[src/rtl/csr_pkg.sv]
// Shared constants for the machine-mode CSR file and trap controller:
// CSR addresses, trap cause codes, interrupt bit positions and funct3 encodings.
package csr_pkg;

  localparam int unsigned XLEN = 32;

  localparam logic [11:0] CSR_MSTATUS       = 12'h300;
  localparam logic [11:0] CSR_MISA          = 12'h301;
  localparam logic [11:0] CSR_MIE           = 12'h304;
  localparam logic [11:0] CSR_MTVEC         = 12'h305;
  localparam logic [11:0] CSR_MCOUNTINHIBIT = 12'h320;
  localparam logic [11:0] CSR_MSCRATCH      = 12'h340;
  localparam logic [11:0] CSR_MEPC          = 12'h341;
  localparam logic [11:0] CSR_MCAUSE        = 12'h342;
  localparam logic [11:0] CSR_MTVAL         = 12'h343;
  localparam logic [11:0] CSR_MIP           = 12'h344;
  localparam logic [11:0] CSR_MCYCLE        = 12'hB00;
  localparam logic [11:0] CSR_MINSTRET      = 12'hB02;
  localparam logic [11:0] CSR_MCYCLEH       = 12'hB80;
  localparam logic [11:0] CSR_MINSTRETH     = 12'hB82;
  localparam logic [11:0] CSR_MVENDORID     = 12'hF11;
  localparam logic [11:0] CSR_MARCHID       = 12'hF12;
  localparam logic [11:0] CSR_MIMPID        = 12'hF13;
  localparam logic [11:0] CSR_MHARTID       = 12'hF14;

  localparam logic [4:0] CAUSE_ILLEGAL    = 5'd2;
  localparam logic [4:0] CAUSE_BREAKPOINT = 5'd3;
  localparam logic [4:0] CAUSE_ECALL_M    = 5'd11;

  localparam int unsigned IRQ_MSI   = 3;
  localparam int unsigned IRQ_MTI   = 7;
  localparam int unsigned IRQ_MEI   = 11;
  localparam int unsigned IRQ_FAST0 = 16;

  localparam logic [2:0] F3_CSRRW  = 3'b001;
  localparam logic [2:0] F3_CSRRS  = 3'b010;
  localparam logic [2:0] F3_CSRRC  = 3'b011;
  localparam logic [2:0] F3_CSRRWI = 3'b101;
  localparam logic [2:0] F3_CSRRSI = 3'b110;
  localparam logic [2:0] F3_CSRRCI = 3'b111;

  typedef enum logic [1:0] {
    CSR_OP_NONE = 2'b00,
    CSR_OP_RW   = 2'b01,
    CSR_OP_RS   = 2'b10,
    CSR_OP_RC   = 2'b11
  } csr_op_e;

  localparam logic [XLEN-1:0] MISA_VAL = 32'h4000_0100;

endpackage

[src/rtl/csr_trap_unit_counter64.sv]
// 64-bit free-running event counter with inhibit and independent half-word write ports.
module csr_counter64 (
  input  logic        clk,
  input  logic        rst_n,
  input  logic        en,
  input  logic        inhibit,
  input  logic        wr_lo,
  input  logic        wr_hi,
  input  logic [31:0] wdata,
  output logic [63:0] count
);

  logic        inc;
  logic [63:0] count_inc;

  assign inc       = en & ~inhibit;
  assign count_inc = count + 64'd1;

  // A write to one half replaces only that half; the other half still takes the carry.
  always_ff @(posedge clk or negedge rst_n) begin
    if (!rst_n) begin
      count <= '0;
    end else begin
      if (wr_lo)    count[31:0]  <= wdata;
      else if (inc) count[31:0]  <= count_inc[31:0];
      if (wr_hi)    count[63:32] <= wdata;
      else if (inc) count[63:32] <= count_inc[63:32];
    end
  end

endmodule

[src/rtl/csr_trap_unit.sv]
// Machine-mode CSR file and trap controller: CSR access, interrupt/exception entry,
// mret return, and mcycle/minstret counters.
module csr_trap_unit
  import csr_pkg::*;
#(
  parameter int unsigned   NUM_FAST_IRQ = 16,
  parameter bit            VECTORED_EN  = 1'b1,
  parameter bit            COUNTER_EN   = 1'b1,
  parameter logic [31:0]   MTVEC_RESET  = 32'h0,
  parameter logic [31:0]   HART_ID      = 32'h0,
  localparam int unsigned  FAST_W       = (NUM_FAST_IRQ == 0) ? 1 : NUM_FAST_IRQ
) (
  input  logic              clk,
  input  logic              rst_n,
  input  logic              csr_en,
  input  logic [11:0]       csr_addr,
  input  logic [2:0]        csr_funct3,
  input  logic [4:0]        csr_uimm,
  input  logic [XLEN-1:0]   csr_rs1_data,
  input  logic              inst_valid,
  input  logic              inst_retire,
  input  logic [XLEN-1:0]   pc,
  input  logic              illegal_inst,
  input  logic              ecall,
  input  logic              ebreak,
  input  logic              mret,
  input  logic              irq_sw,
  input  logic              irq_timer,
  input  logic              irq_ext,
  input  logic [FAST_W-1:0] irq_fast,
  output logic [XLEN-1:0]   csr_rdata,
  output logic              redirect,
  output logic [XLEN-1:0]   redirect_pc,
  output logic              csr_illegal
);

  localparam logic [31:0] FAST_MASK = (NUM_FAST_IRQ == 0) ? 32'h0 :
                                      (((32'h1 << NUM_FAST_IRQ) - 32'h1) << IRQ_FAST0);
  localparam logic [31:0] MIE_MASK  = (32'h1 << IRQ_MSI) | (32'h1 << IRQ_MTI) |
                                      (32'h1 << IRQ_MEI) | FAST_MASK;

  logic        mstatus_mie, mstatus_mpie;
  logic [31:0] mie_q, mtvec_q, mscratch_q, mcause_q, mtval_q;
  logic [31:2] mepc_q;
  logic        inhibit_cy, inhibit_ir;
  logic [63:0] mcycle, minstret;

  logic [31:0] mstatus_rd, mtvec_rd, mepc_rd, mip, irq_pend, csr_old, op, wdata;
  logic        csr_impl, wr_intent, csr_we, irq_take, exc_valid, trap, mret_take, vec_mode;
  logic [4:0]  irq_cause, exc_cause, trap_cause;
  csr_op_e     csr_op;
  logic        unused_pc_lsb;

  assign unused_pc_lsb = ^pc[1:0];

  assign mstatus_rd = {19'b0, 2'b11, 3'b0, mstatus_mpie, 3'b0, mstatus_mie, 3'b0};
  assign mtvec_rd   = {mtvec_q[31:2], VECTORED_EN ? mtvec_q[1:0] : 2'b00};
  assign mepc_rd    = {mepc_q, 2'b00};
  assign vec_mode   = (mtvec_rd[1:0] == 2'b01);

  // Live interrupt sources; mip is a view of the inputs, never latched.
  always_comb begin
    mip          = '0;
    mip[IRQ_MSI] = irq_sw;
    mip[IRQ_MTI] = irq_timer;
    mip[IRQ_MEI] = irq_ext;
    for (int unsigned i = 0; i < NUM_FAST_IRQ; i++) mip[IRQ_FAST0 + i] = irq_fast[i];
  end

  // Lowest fast index wins among fast lines; standard lines override in MEI > MSI > MTI order.
  always_comb begin
    irq_pend  = mip & mie_q;
    irq_cause = '0;
    for (int i = int'(NUM_FAST_IRQ) - 1; i >= 0; i--)
      if (irq_pend[int'(IRQ_FAST0) + i]) irq_cause = 5'(int'(IRQ_FAST0) + i);
    if (irq_pend[IRQ_MTI]) irq_cause = 5'(IRQ_MTI);
    if (irq_pend[IRQ_MSI]) irq_cause = 5'(IRQ_MSI);
    if (irq_pend[IRQ_MEI]) irq_cause = 5'(IRQ_MEI);
  end

  always_comb begin
    csr_old  = '0;
    csr_impl = 1'b1;
    case (csr_addr)
      CSR_MSTATUS:       csr_old = mstatus_rd;
      CSR_MISA:          csr_old = MISA_VAL;
      CSR_MIE:           csr_old = mie_q;
      CSR_MTVEC:         csr_old = mtvec_rd;
      CSR_MCOUNTINHIBIT: csr_old = {29'b0, inhibit_ir, 1'b0, inhibit_cy};
      CSR_MSCRATCH:      csr_old = mscratch_q;
      CSR_MEPC:          csr_old = mepc_rd;
      CSR_MCAUSE:        csr_old = mcause_q;
      CSR_MTVAL:         csr_old = mtval_q;
      CSR_MIP:           csr_old = mip;
      CSR_MCYCLE:        csr_old = COUNTER_EN ? mcycle[31:0]    : 32'h0;
      CSR_MCYCLEH:       csr_old = COUNTER_EN ? mcycle[63:32]   : 32'h0;
      CSR_MINSTRET:      csr_old = COUNTER_EN ? minstret[31:0]  : 32'h0;
      CSR_MINSTRETH:     csr_old = COUNTER_EN ? minstret[63:32] : 32'h0;
      CSR_MVENDORID, CSR_MARCHID, CSR_MIMPID: csr_old = 32'h0;
      CSR_MHARTID:       csr_old = HART_ID;
      default:           csr_impl = 1'b0;
    endcase
  end

  // Set/clear with a zero operand is a pure read and carries no write intent.
  always_comb begin
    csr_op    = csr_op_e'(csr_funct3[1:0]);
    op        = csr_funct3[2] ? {27'b0, csr_uimm} : csr_rs1_data;
    wdata     = op;
    wr_intent = 1'b0;
    case (csr_op)
      CSR_OP_RW: begin wdata = op;             wr_intent = csr_en;               end
      CSR_OP_RS: begin wdata = csr_old | op;   wr_intent = csr_en & (op != '0);  end
      CSR_OP_RC: begin wdata = csr_old & ~op;  wr_intent = csr_en & (op != '0);  end
      default:   begin wdata = op;             wr_intent = 1'b0;                 end
    endcase
  end

  always_comb begin
    csr_illegal = csr_en & (~csr_impl | (wr_intent & (csr_addr[11:10] == 2'b11)));
    irq_take    = inst_valid & mstatus_mie & (|irq_pend);
    exc_valid   = illegal_inst | csr_illegal | ebreak | ecall;
    if (illegal_inst | csr_illegal) exc_cause = CAUSE_ILLEGAL;
    else if (ebreak)                exc_cause = CAUSE_BREAKPOINT;
    else                            exc_cause = CAUSE_ECALL_M;
    trap        = irq_take | exc_valid;
    trap_cause  = irq_take ? irq_cause : exc_cause;
    mret_take   = mret & ~trap;
    csr_we      = wr_intent & ~trap & ~mret;
    redirect    = trap | mret_take;
    csr_rdata   = csr_en ? csr_old : 32'h0;
    if (mret_take)
      redirect_pc = mepc_rd;
    else if (irq_take & vec_mode)
      redirect_pc = {mtvec_rd[31:2], 2'b00} + {25'b0, irq_cause, 2'b00};
    else
      redirect_pc = {mtvec_rd[31:2], 2'b00};
  end

  always_ff @(posedge clk or negedge rst_n) begin
    if (!rst_n) begin
      mstatus_mie  <= 1'b0;
      mstatus_mpie <= 1'b0;
      mie_q        <= '0;
      mtvec_q      <= MTVEC_RESET;
      mscratch_q   <= '0;
      mepc_q       <= '0;
      mcause_q     <= '0;
      mtval_q      <= '0;
      inhibit_cy   <= 1'b0;
      inhibit_ir   <= 1'b0;
    end else if (trap) begin
      mepc_q       <= pc[31:2];
      mcause_q     <= {irq_take, 26'b0, trap_cause};
      mstatus_mpie <= mstatus_mie;
      mstatus_mie  <= 1'b0;
      mtval_q      <= '0;
    end else if (mret_take) begin
      mstatus_mie  <= mstatus_mpie;
      mstatus_mpie <= 1'b1;
    end else if (csr_we) begin
      case (csr_addr)
        CSR_MSTATUS: begin
          mstatus_mie  <= wdata[3];
          mstatus_mpie <= wdata[7];
        end
        CSR_MIE:      mie_q   <= wdata & MIE_MASK;
        CSR_MTVEC:    mtvec_q <= {wdata[31:2],
                                  (VECTORED_EN && wdata[1:0] == 2'b01) ? 2'b01 : 2'b00};
        CSR_MCOUNTINHIBIT: if (COUNTER_EN) begin
          inhibit_cy <= wdata[0];
          inhibit_ir <= wdata[2];
        end
        CSR_MSCRATCH: mscratch_q <= wdata;
        CSR_MEPC:     mepc_q     <= wdata[31:2];
        CSR_MCAUSE:   mcause_q   <= wdata;
        CSR_MTVAL:    mtval_q    <= wdata;
        default: ;
      endcase
    end
  end

  csr_counter64 u_mcycle (
    .clk     (clk),
    .rst_n   (rst_n),
    .en      (COUNTER_EN),
    .inhibit (inhibit_cy),
    .wr_lo   (COUNTER_EN && csr_we && csr_addr == CSR_MCYCLE),
    .wr_hi   (COUNTER_EN && csr_we && csr_addr == CSR_MCYCLEH),
    .wdata   (wdata),
    .count   (mcycle)
  );

  // A trapped instruction is suppressed, so its retire pulse is not counted.
  csr_counter64 u_minstret (
    .clk     (clk),
    .rst_n   (rst_n),
    .en      (COUNTER_EN && inst_retire && !trap),
    .inhibit (inhibit_ir),
    .wr_lo   (COUNTER_EN && csr_we && csr_addr == CSR_MINSTRET),
    .wr_hi   (COUNTER_EN && csr_we && csr_addr == CSR_MINSTRETH),
    .wdata   (wdata),
    .count   (minstret)
  );

endmodule

[config.mk]
export PLATFORM = sky130hd
export DESIGN_NAME = csr_trap_unit
export DESIGN_NICKNAME = d
export VERILOG_FILES = /design/src/rtl/csr_pkg.sv /design/src/rtl/csr_trap_unit_counter64.sv /design/src/rtl/csr_trap_unit.sv
export SDC_FILE = /design/constraint.sdc
export NUM_CORES = 1
export LEC_CHECK = 0
export ABC_CLOCK_PERIOD_IN_PS = 9500
export CAP_MARGIN = 20
export CORE_ASPECT_RATIO = 0.7
export CORE_MARGIN = 2
export CORE_UTILIZATION = 35
export CTS_CLUSTER_SIZE = 24
export DETAILED_ROUTE_END_ITERATION = 10
export PLACE_DENSITY_LB_ADDON = 0.12
export SLEW_MARGIN = 20
export SYNTH_ARGS = -nofsm -noshare
export SYNTH_HDL_FRONTEND = slang
export SYNTH_HIERARCHICAL = 1
export SYNTH_SLANG_ARGS = --single-unit
[constraint.sdc]
create_clock -name clk -period 9.5 [get_ports clk]
set_clock_uncertainty 0.2 [all_clocks]
set_input_delay 1.9 -clock clk [delete_from_list [all_inputs] [get_ports clk]]
set_output_delay 1.9 -clock clk [all_outputs]
set_load 0.02 [all_outputs]
==> impl_results.md, run 1 <==
- Setup WS post-layout: 0.7304 ns
- Clock Path Buffers: 3
- CP Launch Type: input pin
- CTS clk-pin slew, worst paths: 0.06 ns
- Min-Delay Path Class: flop to flop
- Status: finished, final reports clean
- Worst endpoint required time: 7.40 ns
- CP Cell Sequence: clkdlybuf4s50_1 -> a22oi_1 -> nand2_1 -> o21ai_0 -> nand3_1 -> a21oi_1 -> ha_1 -> o21ai_0 -> o21bai_1 -> a21oi_1 -> or4b_1 -> or3_1 -> xnor2_1 -> mux2_1 -> clkdlybuf4s50_1
- Crit-path max cell delay: 0.67 ns
- DR vias/cell: 6.310
- Core area: 58520 µm²
- Final HPWL DP: 71480 µm
- Seq cells post-synth: 308
- Number of enable flip-flop cells after synthesis: 0
- Worst reg2reg startpoint: mie_q[17]$_DFFE_PN0P_
- Die Ht: 207.9 µm
- Die footprint: 61390 µm²
- Yosys cell types: 89
- Top-count cell post-synth: dfrtp_1
- Total negative slack: 0 ns
- DIE WIDTH: 295.3 µm
- DP Worst Slack: 0.8762 ns
- Hold buffers post-CTS: 0
- Worst EP arrival: 6.67 ns
- Clock period minus worst slack: 8.770 ns
- Pleak: 0.009563 µW
- Worst slew margin: 15.46%
- Final hold viol count: 0
- Synth area leaders: dfrtp_1 (37%), mux2_1 (5.4%), mux2i_1 (5.3%)
- Input/output buffers: 173
- GRT Overall Usage: 30.96%
- Vias in the first global route: 19544
- Initial antenna violation count: 3
- Fraction of registers with async set/reset: 100.0%
- CTS tree: yes
- Post-synthesis simple-gate area fraction: 24.16%
- Hold Slack: 0.2910 ns
- Syn Inst Count: 2359
- Row Count: 74
- Synth Area in XOR/XNOR: 4.087%
- Max Slew Vio Count: 0
- Htree depth: 2
- Pwr Density: 131.2 nW/µm²
- Post-synthesis mux area share: 12.83%
- Slew @ Worst Pin: 1.268 ns
- Synth top area share: 37.07%
- Min-delay src: mscratch_q[1]$_DFFE_PN0P_
- First-pass GRT wire length: 139800 µm
- Most common library cells after synthesis: dfrtp_1 (308), nand2_1 (273), nor2_1 (141)
- Synth Area in Adders: 0.5658%
- Gpl congestion: 0.9823
- Syn-to-layout area delta: 19.10%
- Post-Synthesis Cell Area: 20790 µm²
- Main combinational cell family by area after synthesis: simple AND/OR/NAND/NOR gates
- Congestion Overflow GR: 0
- Clock sinks: 308
- Hold EP: mscratch_q[1]$_DFFE_PN0P_
- WL per Instance: 29.58 µm
- Fin nets: 2592
- Total power: 3248 µW
- Mean Syn Cell Area: 8.813 µm²
- Synth warn: 6
- Post-synth top area cell: dfrtp_1
- IO Count: 178
- Worst-path fanout max: 5
- RSZ-0062 raised after global routing: no
- R2R cell count: 10
- DRT iter0 DRCs: 2660
- Final setup viols: 0
- Hold Path Depth: 1
- Post-synth top flop: dfrtp_1
- Via count: 20823
- Worst Path Class, Setup: input pin to primary output
- Total CTS buffers: 37
- Worst path slowest cell: or4b_1
- Compound-Gate Fraction of Synth Area: 16.92%
- DP Cell Count: 3231
- Setup bufs post-CTS: 0
- Tcrit/Tclk final: 92.31%
- FF-to-FF End: u_minstret/count[57]$_DFFE_PN0P_
- Post-DRT Antenna Nets: 0
- Root Buffer: clkbuf_16
- Sequential area share after synthesis: 37.07%
- Fmax achieved: 114.0 MHz
- Critical Path End Type: primary output
- Resize count post-CTS: 0
- Total wire length: 97620 µm
- Maxcap violations: 0
- Largest vdd supply drop: 0.0001094 V
- Largest net degree at the start of global routing: 141
- DRC: 0
- Initial DRT Pass Iterations: 8
- Worst-Skew Late Latency: 0.56 ns
- Starting density of the core: 35.53%
- Fin cells: 3300
- Reg-to-reg slack, setup: 4.43 ns
- Layout cells sized above 1: 9.728%
==> cells in the final DEF (no fill, tap or decap), types with 39 or more instances in the layout <==
| master | instances |
|---|---|
| o21ai_0 | 102 |
| mux2_1 | 99 |
| xnor2_1 | 66 |
| nor3_1 | 62 |
| dfrtp_1 | 308 |
| clkdlybuf4s50_1 | 168 |
| nand2_1 | 271 |
| mux2i_1 | 110 |
| nand3_1 | 82 |
| mux2_2 | 40 |
| a21oi_1 | 115 |
| clkbuf_16 | 39 |
| a31oi_1 | 53 |
| buf_4 | 74 |
| nor4_1 | 40 |
| nor2_1 | 141 |
| nand4_1 | 97 |
==> report_power, final <==
part | switching, µW | internal [µW] | total [µW]
Clock | 630 | 887 | 1520
Combinational | 229 | 119 | 349
Sequential | 40.5 | 1340 | 1380
Total | 900 | 2350 | 3250
==> logic make-up (layout without fill, tap and decap cells) <==
kind of cell | Yosys count | after routing
DFF | 308 | 308
other | 2 | 9
AOI/OAI and AO/OA | 528 | 528
xor gates and xnor gates | 97 | 97
buffers and inverters | 212 | 348
muxes | 249 | 249
adders and majority gates | 9 | 9
and+or+nand+nor | 954 | 954
==> flip-flops by register name, summed over array words and instances (netlist names) <==
signal            cells
mtval_q              32
inhibit_cy            1
mie_q                19
mscratch_q           32
u_mcycle/count       64
mstatus_mpie          1
mtvec_q              31
u_minstret/count     64
mstatus_mie           1
mepc_q               30
inhibit_ir            1
mcause_q             32
==> worst max-delay path: cells and delay by family <==
kind | cells | cell delay (ns)
muxes | 1 | 0.30
buffers and inverters | 2 | 1.03
xor gates and xnor gates | 1 | 0.13
and+or+nand+nor | 4 | 1.40
AOI/OAI and AO/OA | 6 | 1.59
adders and majority gates | 1 | 0.30
==> worst max-delay path by stage <==
| stage | endpoint | slack [ns] | from | cells after the start |
|---|---|---|---|---|
| 5_1_grt | redirect_pc[26] | 0.57 | irq_fast[9] | 17 |
| 2_1_floorplan | redirect_pc[26] | 2.61 | irq_fast[13] | 15 |
| 3_5_place_dp | redirect_pc[31] | 0.88 | irq_fast[9] | 15 |
| 3_3_place_gp | redirect_pc[26] | 0.88 | irq_fast[9] | 17 |
| 4_1_cts | redirect_pc[31] | 0.85 | irq_fast[9] | 15 |
| 6_report | redirect_pc[31] | 0.73 | irq_fast[9] | 15 |
==> per-stage QoR <==
| stage | util (%) | cell area (µm²) |
|---|---|---|
| 3_3_place_gp | 40.07 | 23450 |
| 2_1_floorplan | - | 20800 |
| 3_5_place_dp | 40.16 | 23500 |
| 6_report | 42.31 | 24760 |
| 5_1_grt | 42.30 | 24750 |
| 4_1_cts | 42.28 | 24740 |
==> area by class of cell <==
| cell class | count | area (µm²) |
|---|---|---|
| clock buffer | 54 | 1102 |
| tap | 798 | 998.5 |
| clock inverter | 11 | 138.9 |
| antenna | 4 | 10.01 |
| fill | 5861 | 33760 |
| inverter | 32 | 120.1 |
| sequential | 308 | 7707 |
| timing repair buffer | 251 | 2328 |
| multi-input combinational | 1842 | 12350 |
==> routing by layer <==
layer  part of all wire [%]  GRT usage [%]  up-vias
met5                      0              0        -
met4                    2.7          7.877        0
met2                     40          42.67     1223
met1                     45          46.99    10417
li1                       -              -     9029
met3                     12          8.471      154
Note: power is estimated with default switching activity, not from simulation.
==> run 2, diff against run 1 <==
--- a/config.mk
+++ b/config.mk
@@ -7,8 +7,10 @@
 export LEC_CHECK = 0
 export ABC_CLOCK_PERIOD_IN_PS = 9500
 export CAP_MARGIN = 20
+export CELL_PAD_IN_SITES_DETAIL_PLACEMENT = 1
+export CELL_PAD_IN_SITES_GLOBAL_PLACEMENT = 2
 export CORE_ASPECT_RATIO = 0.7
-export CORE_MARGIN = 2
+export CORE_MARGIN = 5
 export CORE_UTILIZATION = 35
 export CTS_CLUSTER_SIZE = 24
 export DETAILED_ROUTE_END_ITERATION = 10
==> run 2 against run 1 <==
Wire length rose by 11%. Clock power rose by 5%. Via count rose by 2.1%. First-iteration DRC count fell by 10%. Non-clock buffer count fell by 3. Combinational power rose by 5%. Die area rose by 5.0%. Fmax fell by 0.51%. Count of clock-buffer cells in the layout fell by 1. Critical endpoint is now redirect_pc[30]. Highest routed layer is now met5.
==> impl_results.md, run 2 (synthesis results as in run 1) <==
- Status: finished, final reports clean (unchanged)
- Critical path startpoint: irq_fast[9] (unchanged)
- Cell family with most CP delay: simple AND/OR/NAND/NOR gates (was compound AO/OA/AOI/OAI gates)
- GRT busiest layer: met1 (unchanged)
- Worst path depth: 17 (was 15)
- Pwr Density: 134.4 nW/µm² (was 131.2 nW/µm²)
- Worst endpoint required time: 7.40 ns (about the same)
- DP Cell Count: 3228 (was 3231)
- Worst reg2reg startpoint: mie_q[17]$_DFFE_PN0P_ (unchanged)
- CTS clk-pin slew, worst paths: 0.06 ns (about the same)
- Fmax achieved: 113.4 MHz (was 114.0 MHz)
- Vias in the first global route: 20973 (was 19544)
- Worst slew margin: 16.51% (was 15.46%)
- Input/output buffers: 173 (unchanged)
- DR vias/cell: 6.446 (was 6.310)
- Met1 GRT Util: 47.70% (was 46.99%)
- Starting density of the core: 35.47% (was 35.53%)
- Die footprint: 64450 µm² (was 61390 µm²)
- Largest net degree at the start of global routing: 138 (was 141)
- Worst-path fanout max: 7 (was 5)
- Final HPWL DP: 79410 µm (was 71480 µm)
- Total power: 3343 µW (was 3248 µW)
- Total wire length: 108200 µm (was 97620 µm)
- Congestion Overflow GR: 0 (unchanged)
- CP Cell Sequence: clkdlybuf4s50_1 -> nand2_1 -> a32oi_1 -> o21ai_0 -> nand4_1 -> a41o_1 -> ha_1 -> inv_1 -> fa_1 -> nor2b_1 -> o31a_1 -> nor2_1 -> or4b_2 -> nor2_1 -> xnor2_1 -> mux2_1 -> clkdlybuf4s50_1 (was clkdlybuf4s50_1 -> a22oi_1 -> nand2_1 -> o21ai_0 -> nand3_1 -> a21oi_1 -> ha_1 -> o21ai_0 -> o21bai_1 -> a21oi_1 -> or4b_1 -> or3_1 -> xnor2_1 -> mux2_1 -> clkdlybuf4s50_1)
- Tcrit/Tclk final: 92.79% (was 92.31%)
- Clock sinks: 308 (unchanged)
- Hold Path Depth: 1 (unchanged)
- Core area: 58610 µm² (was 58520 µm²)
- GR Layer Usage met2: 46.88% (was 42.67%)
- Storage cell area: 7707 µm² (unchanged)
- WL per Instance: 32.80 µm (was 29.58 µm)
- Setup crit end: redirect_pc[30] (was redirect_pc[31])
- First-pass GRT wire length: 154400 µm (was 139800 µm)
- Hold buffers post-CTS: 0 (unchanged)
- Critical Path End Type: primary output (unchanged)
- Setup bufs post-CTS: 0 (unchanged)
- GRT Overall Usage: 32.28% (was 30.96%)
- Fillers: 6697 (was 5861)
- Area after DPL: 23540 µm² (was 23500 µm²)
- Slew @ Worst Pin: 1.252 ns (was 1.268 ns)
- Area of the multi-input gates: 12410 µm² (was 12350 µm²)
- Initial antenna violation count: 5 (was 3)
- CP Launch Type: input pin (unchanged)
- Worst EP arrival: 6.71 ns (was 6.67 ns)
- Min-delay src: mscratch_q[21]$_DFFE_PN0P_ (was mscratch_q[1]$_DFFE_PN0P_)
- DRC: 0 (unchanged)
- DIE WIDTH: 301.3 µm (was 295.3 µm)
- Clock period minus worst slack: 8.815 ns (was 8.770 ns)
- Crit-path max cell delay: 0.86 ns (was 0.67 ns)
- FF-to-FF End: u_minstret/count[51]$_DFFE_PN0P_ (was u_minstret/count[57]$_DFFE_PN0P_)
- Top flop regs: u_mcycle/count: 64 flops, u_minstret/count: 64 flops (unchanged)
- DRT iter0 DRCs: 2395 (was 2660)
- Commonest non-fill, non-tap cell in the layout: dfrtp_1 (unchanged)
- Fin nets: 2590 (was 2592)
- R2R cell count: 12 (was 10)
- CTS tree: yes (unchanged)
- Reg-to-reg slack, setup: 4.25 ns (was 4.43 ns)
- Syn-to-layout area delta: 19.61% (was 19.10%)
- Layout cells sized above 1: 10.08% (was 9.728%)
- Total CTS buffers: 38 (was 37)
- Htree depth: 2 (unchanged)
- Total negative slack: 0 ns (unchanged)
- Clock Path Buffers: 3 (unchanged)
- Initial DRT Pass Iterations: 7 (was 8)
- Row Count: 74 (unchanged)
- Min-Delay Path Class: flop to flop (unchanged)
- Max Slew Vio Count: 0 (unchanged)
- Worst path slowest cell: or4b_2 (was or4b_1)
- Worst-Skew Late Latency: 0.59 ns (was 0.56 ns)
- Post-DRT Antenna Nets: 0 (unchanged)
- GR Util met3: 7.551% (was 8.471%)
- Fin cells: 3299 (was 3300)
- Largest vdd supply drop: 0.00009632 V (was 0.0001094 V)
- Final hold viol count: 0 (unchanged)
- Pleak: 0.009602 µW (was 0.009563 µW)
- Resize count post-CTS: 0 (unchanged)
- Worst Path Class, Setup: input pin to primary output (unchanged)
- Via count: 21267 (was 20823)
- Maxcap violations: 0 (unchanged)
- IO Count: 178 (unchanged)
- Most frequent cells in the layout: dfrtp_1 (308), nand2_1 (271), clkdlybuf4s50_1 (169) (was dfrtp_1 (308), nand2_1 (271), clkdlybuf4s50_1 (168))
- Gpl congestion: 0.9545 (was 0.9823)
- Root Buffer: clkbuf_16 (unchanged)
- Final instance area: 24870 µm² (was 24760 µm²)
- Bufs and invs on worst path: 3 (was 2)
- Final setup viols: 0 (unchanged)
- Die Ht: 213.9 µm (was 207.9 µm)
- RSZ-0062 raised after global routing: no (unchanged)
==> run 2: stage by stage <==
| stage | utilization, % | setup WS [ns] | hold WS (ns) |
|---|---|---|---|
| after detailed placement | 40.17 | 0.7656 | 0.2774 |
| after global placement | 40.17 | 0.8206 | 0.2667 |
| after floorplan | - | 2.608 | 0.2559 |
| final | 42.43 | 0.6852 | 0.2906 |
| after global routing | 42.42 | 0.5504 | 0.3090 |
| after CTS | 42.41 | 0.7518 | 0.2914 |
==> run 2: report_power, final <==
| part | switching, µW | internal (µW) |
|---|---|---|
| registers | 41.7 | 1340 |
| logic | 245 | 121 |
| clock network | 659 | 935 |
| total | 946 | 2400 |
==> run 2: how the worst min path moves through the flow <==
stage	to	slack, ns
global placement	mscratch_q[2]$_DFFE_PN0P_	0.27
finish	mscratch_q[21]$_DFFE_PN0P_	0.29
floorplan	mscratch_q[28]$_DFFE_PN0P_	0.26
detailed placement	mscratch_q[28]$_DFFE_PN0P_	0.28
CTS	mscratch_q[28]$_DFFE_PN0P_	0.29
global route	mscratch_q[20]$_DFFE_PN0P_	0.31
==> run 2: routing by layer <==
| metal | part of all wire, % | vias to the layer above |
|---|---|---|
| met4 | 3.4 | 4 |
| met1 | 45 | 11038 |
| li1 | - | 9014 |
| met5 | 0.030 | - |
| met3 | 9.3 | 183 |
| met2 | 42 | 1028 |
==> run 2: area by class of cell <==
| class | instances | area share [%] |
|---|---|---|
| timing repair buffer | 248 | 9.289 |
| multi-input combinational | 1842 | 49.92 |
| clock buffer | 53 | 4.332 |
| sequential | 308 | 31.00 |
| clock inverter | 16 | 0.9409 |
| inverter | 32 | 0.4830 |
| tap | 798 | 4.015 |
| antenna | 2 | 0.02013 |
